===== src/rtl/bus_ctl_pkg.sv =====
//------------------------------------------------------------------------------
// Module   : bus_ctl_pkg
// Purpose  : Shared state encoding and a counter sizing helper for the
//            bus_ctl transfer sequencer.
// Revision : 1.0 - initial release
//------------------------------------------------------------------------------
`default_nettype none

package bus_ctl_pkg;

  typedef logic [2:0] state_t;

  localparam state_t ST_IDLE    = 3'd0;
  localparam state_t ST_REQ     = 3'd1;
  localparam state_t ST_SETUP   = 3'd2;
  localparam state_t ST_DRIVE   = 3'd3;
  localparam state_t ST_RELEASE = 3'd4;
  localparam state_t ST_DONE    = 3'd5;

  // One counter serves both setup and timeout, so size it for the larger.
  function automatic int cnt_width(input int setup_cycles, input int timeout_cycles);
    int m;
    m = (setup_cycles > timeout_cycles) ? setup_cycles : timeout_cycles;
    return $clog2(m + 1);
  endfunction

endpackage

`default_nettype wire


===== src/rtl/bus_ctl_if.sv =====
//------------------------------------------------------------------------------
// Module   : bus_ctl_if
// Purpose  : Handshake bundle between P-X state control, the bus
//            drivers/receivers and the bus_ctl sequencer.
// Ports    : req, zw, rok, ren, rpe           -> into the sequencer
//            zg, zwzg, dstb, busy, done,
//            oken, pe, alarm                  <- from the sequencer
// Modports : master - the sequencer; slave - the surrounding system.
// Revision : 1.0 - initial release
//------------------------------------------------------------------------------
`default_nettype none

interface bus_ctl_if;
  logic req;
  logic zw;
  logic rok;
  logic ren;
  logic rpe;
  logic zg;
  logic zwzg;
  logic dstb;
  logic busy;
  logic done;
  logic oken;
  logic pe;
  logic alarm;

  modport master (
    input  req, zw, rok, ren, rpe,
    output zg, zwzg, dstb, busy, done, oken, pe, alarm
  );

  modport slave (
    output req, zw, rok, ren, rpe,
    input  zg, zwzg, dstb, busy, done, oken, pe, alarm
  );
endinterface

`default_nettype wire


===== src/rtl/bus_ctl_sync_n.sv =====
//------------------------------------------------------------------------------
// Module   : sync_n
// Purpose  : STAGES-deep flop chain bringing an asynchronous level into the
//            clk domain; cleared asynchronously.
// Ports    : clk   in  clock
//            rst_n in  async active-low clear
//            d_i   in  asynchronous level
//            q_o   out synchronized level
// Revision : 1.0 - initial release
//------------------------------------------------------------------------------
`default_nettype none

module sync_n #(
  parameter int STAGES = 2
) (
  input  logic clk,
  input  logic rst_n,
  input  logic d_i,
  output logic q_o
);

  logic [STAGES-1:0] chain_q;

  always_ff @(posedge clk or negedge rst_n) begin
    if (!rst_n) begin
      chain_q <= '0;
    end else begin
      chain_q <= {chain_q[STAGES-2:0], d_i};
    end
  end

  assign q_o = chain_q[STAGES-1];

endmodule

`default_nettype wire


===== src/rtl/bus_ctl.sv =====
//------------------------------------------------------------------------------
// Module   : bus_ctl
// Purpose  : CPU-side system bus transfer sequencer. Raises zg on a request,
//            drives the bus after grant, strobes dstb, waits for a slave
//            answer and completes the release handshake.
// Ports    : __clk  in  system clock
//            clo_n  in  async active-low general clear
//            bus    bus_ctl_if.master (req/zw/rok/ren/rpe in,
//                   zg/zwzg/dstb/busy/done/oken/pe/alarm out)
// Config   : BUS_CTL_ALARM_EN - enables the answer timeout and alarm flag;
//            when undefined DRIVE/RELEASE wait indefinitely, alarm stays 0.
// Revision : 1.0 - initial release
//------------------------------------------------------------------------------
`default_nettype none

module bus_ctl
  import bus_ctl_pkg::*;
#(
  parameter int SYNC_STAGES    = 2,
  parameter int SETUP_CYCLES   = 2,
  parameter int TIMEOUT_CYCLES = 64
) (
  input  logic      __clk,
  input  logic      clo_n,
  bus_ctl_if.master bus
);

  localparam int CNT_W = cnt_width(SETUP_CYCLES, TIMEOUT_CYCLES);
  localparam logic [CNT_W-1:0] CNT_SETUP_LAST = CNT_W'(SETUP_CYCLES - 1);
  localparam logic [CNT_W-1:0] CNT_SAT        = {CNT_W{1'b1}};

  // Synchronized copies of the asynchronous inputs: {zw, rok, ren, rpe}
  logic [3:0] async_w;
  logic [3:0] sync_w;

  assign async_w = {bus.zw, bus.rok, bus.ren, bus.rpe};

  for (genvar i = 0; i < 4; i++) begin : g_sync
    sync_n #(.STAGES(SYNC_STAGES)) u_sync (
      .clk   (__clk),
      .rst_n (clo_n),
      .d_i   (async_w[i]),
      .q_o   (sync_w[i])
    );
  end

  logic zw_s, rok_s, ren_s, rpe_s, ans_w;
  assign {zw_s, rok_s, ren_s, rpe_s} = sync_w;
  assign ans_w = rok_s | ren_s | rpe_s;

  state_t           state_q, state_d;
  logic [CNT_W-1:0] cnt_q, cnt_d, cnt_inc_w;
  logic             oken_q, oken_d;
  logic             pe_q, pe_d;
  logic             alarm_q, alarm_d;
  logic             tmo_w;
  logic             zg_q, zwzg_q, dstb_q, busy_q, done_q;

  // Saturating increment: the counter never wraps back to zero.
  assign cnt_inc_w = (cnt_q == CNT_SAT) ? cnt_q : cnt_q + CNT_W'(1);

`ifdef BUS_CTL_ALARM_EN
  localparam logic [CNT_W-1:0] CNT_TMO_LAST = CNT_W'(TIMEOUT_CYCLES - 1);
  // Fires on the edge that would bring the counter to TIMEOUT_CYCLES.
  assign tmo_w = (cnt_q >= CNT_TMO_LAST);
`else
  assign tmo_w = 1'b0;
`endif

  always_comb begin
    state_d = state_q;
    cnt_d   = cnt_q;
    oken_d  = oken_q;
    pe_d    = pe_q;
    alarm_d = alarm_q;
    case (state_q)
      ST_IDLE: begin
        if (bus.req) begin
          state_d = ST_REQ;
          cnt_d   = '0;
          oken_d  = 1'b0;
          pe_d    = 1'b0;
          alarm_d = 1'b0;
        end
      end
      ST_REQ: begin
        // Grant wins over a simultaneous request drop: once granted the
        // handshake must run to completion.
        if (zw_s) begin
          state_d = ST_SETUP;
          cnt_d   = '0;
        end else if (!bus.req) begin
          state_d = ST_IDLE;
        end
      end
      ST_SETUP: begin
        if (cnt_q == CNT_SETUP_LAST) begin
          state_d = ST_DRIVE;
          cnt_d   = '0;
        end else begin
          cnt_d = cnt_inc_w;
        end
      end
      ST_DRIVE: begin
        if (ans_w) begin
          oken_d  = rok_s | ren_s;
          pe_d    = rpe_s;
          state_d = ST_RELEASE;
          cnt_d   = '0;
        end else if (tmo_w) begin
          alarm_d = 1'b1;
          state_d = ST_RELEASE;
          cnt_d   = '0;
        end else begin
`ifdef BUS_CTL_ALARM_EN
          cnt_d = cnt_inc_w;
`endif
        end
      end
      ST_RELEASE: begin
        if (!ans_w) begin
          state_d = ST_DONE;
        end else if (tmo_w) begin
          alarm_d = 1'b1;
          state_d = ST_DONE;
        end else begin
`ifdef BUS_CTL_ALARM_EN
          cnt_d = cnt_inc_w;
`endif
        end
      end
      ST_DONE:  state_d = ST_IDLE;
      default:  state_d = ST_IDLE;
    endcase
  end

  // Outputs are decoded from the next state so they change together with it.
  always_ff @(posedge __clk or negedge clo_n) begin
    if (!clo_n) begin
      state_q <= ST_IDLE;
      cnt_q   <= '0;
      oken_q  <= 1'b0;
      pe_q    <= 1'b0;
      alarm_q <= 1'b0;
      zg_q    <= 1'b0;
      zwzg_q  <= 1'b0;
      dstb_q  <= 1'b0;
      busy_q  <= 1'b0;
      done_q  <= 1'b0;
    end else begin
      state_q <= state_d;
      cnt_q   <= cnt_d;
      oken_q  <= oken_d;
      pe_q    <= pe_d;
      alarm_q <= alarm_d;
      zg_q    <= (state_d == ST_REQ)   || (state_d == ST_SETUP) ||
                 (state_d == ST_DRIVE) || (state_d == ST_RELEASE);
      zwzg_q  <= (state_d == ST_SETUP) || (state_d == ST_DRIVE);
      dstb_q  <= (state_d == ST_DRIVE);
      busy_q  <= (state_d != ST_IDLE);
      done_q  <= (state_d == ST_DONE);
    end
  end

  assign bus.zg    = zg_q;
  assign bus.zwzg  = zwzg_q;
  assign bus.dstb  = dstb_q;
  assign bus.busy  = busy_q;
  assign bus.done  = done_q;
  assign bus.oken  = oken_q;
  assign bus.pe    = pe_q;
  assign bus.alarm = alarm_q;

endmodule

`default_nettype wire


===== src/flat_wrapper.sv =====
// flat-port wrapper written by rule: the top's interface ports become plain ports
module bus_ctl_flat import bus_ctl_pkg::*;
#(
  parameter int SYNC_STAGES    = 2,
  parameter int SETUP_CYCLES   = 2,
  parameter int TIMEOUT_CYCLES = 64
)
  (__clk, clo_n, bus_req, bus_zw, bus_rok, bus_ren, bus_rpe, bus_zg, bus_zwzg, bus_dstb, bus_busy, bus_done, bus_oken, bus_pe, bus_alarm);
  bus_ctl_if bus_i ();
  input  logic __clk;
  input  logic clo_n;
  input wire logic [$bits(bus_i.req)-1:0] bus_req;
  input wire logic [$bits(bus_i.zw)-1:0] bus_zw;
  input wire logic [$bits(bus_i.rok)-1:0] bus_rok;
  input wire logic [$bits(bus_i.ren)-1:0] bus_ren;
  input wire logic [$bits(bus_i.rpe)-1:0] bus_rpe;
  output wire logic [$bits(bus_i.zg)-1:0] bus_zg;
  output wire logic [$bits(bus_i.zwzg)-1:0] bus_zwzg;
  output wire logic [$bits(bus_i.dstb)-1:0] bus_dstb;
  output wire logic [$bits(bus_i.busy)-1:0] bus_busy;
  output wire logic [$bits(bus_i.done)-1:0] bus_done;
  output wire logic [$bits(bus_i.oken)-1:0] bus_oken;
  output wire logic [$bits(bus_i.pe)-1:0] bus_pe;
  output wire logic [$bits(bus_i.alarm)-1:0] bus_alarm;
  assign bus_i.req = bus_req;
  assign bus_i.zw = bus_zw;
  assign bus_i.rok = bus_rok;
  assign bus_i.ren = bus_ren;
  assign bus_i.rpe = bus_rpe;
  assign bus_zg = bus_i.zg;
  assign bus_zwzg = bus_i.zwzg;
  assign bus_dstb = bus_i.dstb;
  assign bus_busy = bus_i.busy;
  assign bus_done = bus_i.done;
  assign bus_oken = bus_i.oken;
  assign bus_pe = bus_i.pe;
  assign bus_alarm = bus_i.alarm;
  bus_ctl #(.SYNC_STAGES(SYNC_STAGES), .SETUP_CYCLES(SETUP_CYCLES), .TIMEOUT_CYCLES(TIMEOUT_CYCLES)) u_core (.__clk(__clk), .clo_n(clo_n), .bus(bus_i));
endmodule

===== config.mk =====
export PLATFORM = sky130hd
export DESIGN_NAME = bus_ctl_flat
export DESIGN_NICKNAME = d
export VERILOG_FILES = /design/src/rtl/bus_ctl_pkg.sv /design/src/rtl/bus_ctl_if.sv /design/src/rtl/bus_ctl_sync_n.sv /design/src/rtl/bus_ctl.sv /design/src/flat_wrapper.sv
export SDC_FILE = /design/constraint.sdc
export NUM_CORES = 1
export LEC_CHECK = 0
export BUFFER_PORTS_ARGS = -buffer_cell sky130_fd_sc_hd__buf_2
export CAP_MARGIN = 15
export CORE_UTILIZATION = 55
export DETAILED_ROUTE_END_ITERATION = 8
export MAX_ROUTING_LAYER = met4
export PLACE_DENSITY = 0.76
export RECOVER_POWER = 100
export SETUP_SLACK_MARGIN = 0.3
export SYNTH_ARGS = -nofsm -noshare
export SYNTH_HDL_FRONTEND = slang
export SYNTH_SLANG_ARGS = --single-unit

===== constraint.sdc =====
create_clock -name __clk -period 2.5 [get_ports __clk]
set_clock_uncertainty 0.05 [all_clocks]
set_input_delay 0.125 -clock __clk [delete_from_list [all_inputs] [get_ports __clk]]
set_output_delay 0.125 -clock __clk [all_outputs]
set_load 0.01 [all_outputs]

==> impl_metrics.json <==
{
  "fin_cells": 153,
  "crit_family": "simple AND/OR/NAND/NOR gates",
  "path_class": "flop to flop",
  "dpl_worst_slack_ns": 0.398,
  "hold_viol": 0,
  "cp_data_arrival_time_ns": 2.32,
  "rows": 16,
  "synth_seq_cells": 25,
  "vias_per_cell": 5.84,
  "grt_max_degree": 26,
  "fillers": 174,
  "post_cts_buffers": 0,
  "total_power_mw": 1.19,
  "cp_slowest_cell": "or4_1",
  "setup_viol": 0,
  "worst-path-buf-inv": 1,
  "ant_nets": 0,
  "syn_inst": 109,
  "fp.coreArea_mm2": 0.00202,
  "mostFrequentLayoutCells": "dfrtp_1, nor2_1, a21oi_1, clkbuf_1",
  "worst_slew_pin_slew_ns": 1.26,
  "status": "completed",
  "fmax_mhz": 461,
  "critPathMaxFanout": 6,
  "die-area_mm2": 0.00239,
  "area_delta_synth_final_pct": 10.3,
  "final_common_cell": "dfrtp_1",
  "synth_async_sr_flop_share": 1.00,
  "hpwl_um": 1600,
  "yosysSeqAreaShare": 0.517,
  "cts_num_sinks": 25,
  "p_per_area_mw_per_mm2": 895,
  "grt_pass1_wl_um": 3850,
  "synth.distinct_cells": 42,
  "final.setup.tns_ns": 0,
  "cts_hold_buf": 5,
  "ir_drop_mv": 0.641,
  "portBuffers": 13,
  "synth_nets": 118,
  "tritoncts": "yes",
  "ctsHtreeMaxLevel": 1,
  "dr.pass1.iters": 4,
  "routabilityCongestion": 0.827,
  "period_needed_ns": 2.17,
  "setup_slack_ns": 0.331,
  "path_cells": "inv_1, ha_1, or4b_1, or4_1, a31oi_4, a211oi_1",
  "initial_core_util": 0.598,
  "drive_gt1_frac": 0.143,
  "wl_um": 2230,
  "period_share": 0.868,
  "reg2reg_depth": 6,
  "fp.dieH_um": 48.9,
  "gr-total-overflow": 0,
  "final_nets": 136,
  "antenna_cells": 0,
  "cp-end-kind": "flop",
  "relSlewSlack": 0.162,
  "post-route-util": 0.660,
  "first_iter_violations": 21,
  "crit_cells": 6,
  "critPathLaunchType": "flop",
  "post_drt_wl_per_cell_um": 14.6,
  "first_global_vias": 881,
  "syn_area_mm2": 0.00121,
  "synth_edf_count": 0,
  "avgSynthCellArea_um2": 11.1,
  "synth_ff_type": "dfrtp_1",
  "rsz0062_at_grt": "false",
  "hold-path-cell-count": 3,
  "numCtsBuffers": 3,
  "pin_count": 15,
  "die_x_um": 48.9,
  "vias": 894,
  "maxCapViolCount": 0,
  "clk_path_buf_depth": 2,
  "required_ns": 2.65,
  "critPathMaxStageDelay_ns": 0.49,
  "synth_warnings": 0,
  "dp_cells": 144,
  "track_usage": 0.218,
  "antenna_found_initial": 0,
  "cellLeakagePower_nw": 0.566,
  "path_clk_slew_ns": 0.15,
  "cts-root-buf": "clkbuf_4",
  "drc": 0,
  "hp-class": "input port to flop",
  "slew_viol_final": 0,
  "cts_resized": 0,
  "clk_latency_ns": 0.33
}
-- worst min-delay path, cell delays in order --
cell and delay, ns:
buf_2 0.11, nor2b_1 0.06, o22ai_1 0.12
-- metrics by stage --
step	instance area [µm²]	hold WS [ns]
floorplan	1210	-0.221
global placement	1270	0.0794
detailed placement	1270	0.0862
CTS	1360	0.0564
global route	1340	0.0544
finish	1340	0.0718
-- report_power, final --
part	switching (mW)	total [mW]	internal, mW
sequential	0.0762	0.549	0.472
combinational	0.267	0.453	0.186
clock	0.128	0.193	0.0652
total	0.471	1.19	0.723
-- final timing paths --
| path | startpoint | end | slack, ns |
|---|---|---|---|
| max | u_core.cnt_q[1]$_DFFE_PN0P_ | u_core.cnt_q[5]$_DFFE_PN0P_ | 0.33 |
| min | bus_req | u_core.bus.zg$_DFF_PN0_ | 0.07 |
| max reg2reg | u_core.cnt_q[1]$_DFFE_PN0P_ | u_core.cnt_q[5]$_DFFE_PN0P_ | 0.33 |
| min reg2reg | u_core.g_sync[1].u_sync.chain_q[0]$_DFF_PN0_ | u_core.g_sync[1].u_sync.chain_q[1]$_DFF_PN0_ | 0.30 |
| max in group asynchronous | clo_n | u_core.cnt_q[0]$_DFFE_PN0P_ | 1.14 |
| min in group asynchronous | clo_n | u_core.state_q[2]$_DFF_PN0_ | 0.51 |
-- flip-flops by register name, summed over array words and instances (netlist names) --
register                      count
u_core.g_sync.u_sync.chain_q      8
u_core.cnt_q                      7
u_core.state_q                    3
u_core.bus.busy                   1
u_core.bus.done                   1
u_core.bus.dstb                   1
u_core.bus.oken                   1
u_core.bus.pe                     1
u_core.bus.zg                     1
u_core.bus.zwzg                   1
-- cells by family (layout without fill, tap and decap cells) --
kind of cell             count (synthesis)  in the layout  synth area share
buffers and inverters                    9             26            0.0445
other                                    1              1           0.00310
flip-flops                              25             25             0.517
AND/OR/NAND/NOR                         36             36             0.177
adder cells (fa/ha/maj)                  2              2            0.0207
AO/OA/AOI/OAI                           33             33             0.211
multiplexers                             3              3            0.0269
-- Yosys cell counts, types with 2 or more instances --
cell / count / area [µm²]
dfrtp_1: 25 / 626
nor2_1: 8 / 30.0
a21oi_1: 7 / 35.0
nand2_1: 5 / 18.8
nand3_1: 4 / 20.0
nor3_1: 4 / 20.0
a211o_1: 3 / 26.3
inv_1: 3 / 11.3
o211ai_1: 3 / 22.5
a211oi_1: 2 / 15.0
a21o_1: 2 / 15.0
a31oi_1: 2 / 12.5
buf_6: 2 / 22.5
clkbuf_1: 2 / 7.51
ha_1: 2 / 25.0
mux2_2: 2 / 22.5
nand2b_1: 2 / 12.5
nor4_1: 2 / 12.5
o21ai_0: 2 / 10.0
o21bai_1: 2 / 15.0
o31ai_1: 2 / 15.0
or2b_2: 2 / 17.5
or4b_1: 2 / 20.0
-- metal layers --
metal | wire length (µm) | GRT usage | vias up
met5 | 0 | - | -
met4 | 44 | 0.0980 | 0
met3 | 81 | 0.0312 | 6
met2 | 1070 | 0.338 | 29
met1 | 1030 | 0.284 | 423
li1 | - | - | 436
-- final cells by class --
type,count,area (µm²),area share
well taps,27,33.8,0.0253
repair buffers,19,113,0.0843
multi-input cells,75,520,0.390
inverters,3,11.3,0.00843
clock buffers,3,22.5,0.0169
clock inverters,1,8.76,0.00656
flip-flops and latches,25,626,0.469
(Power assumes the default switching activity.)
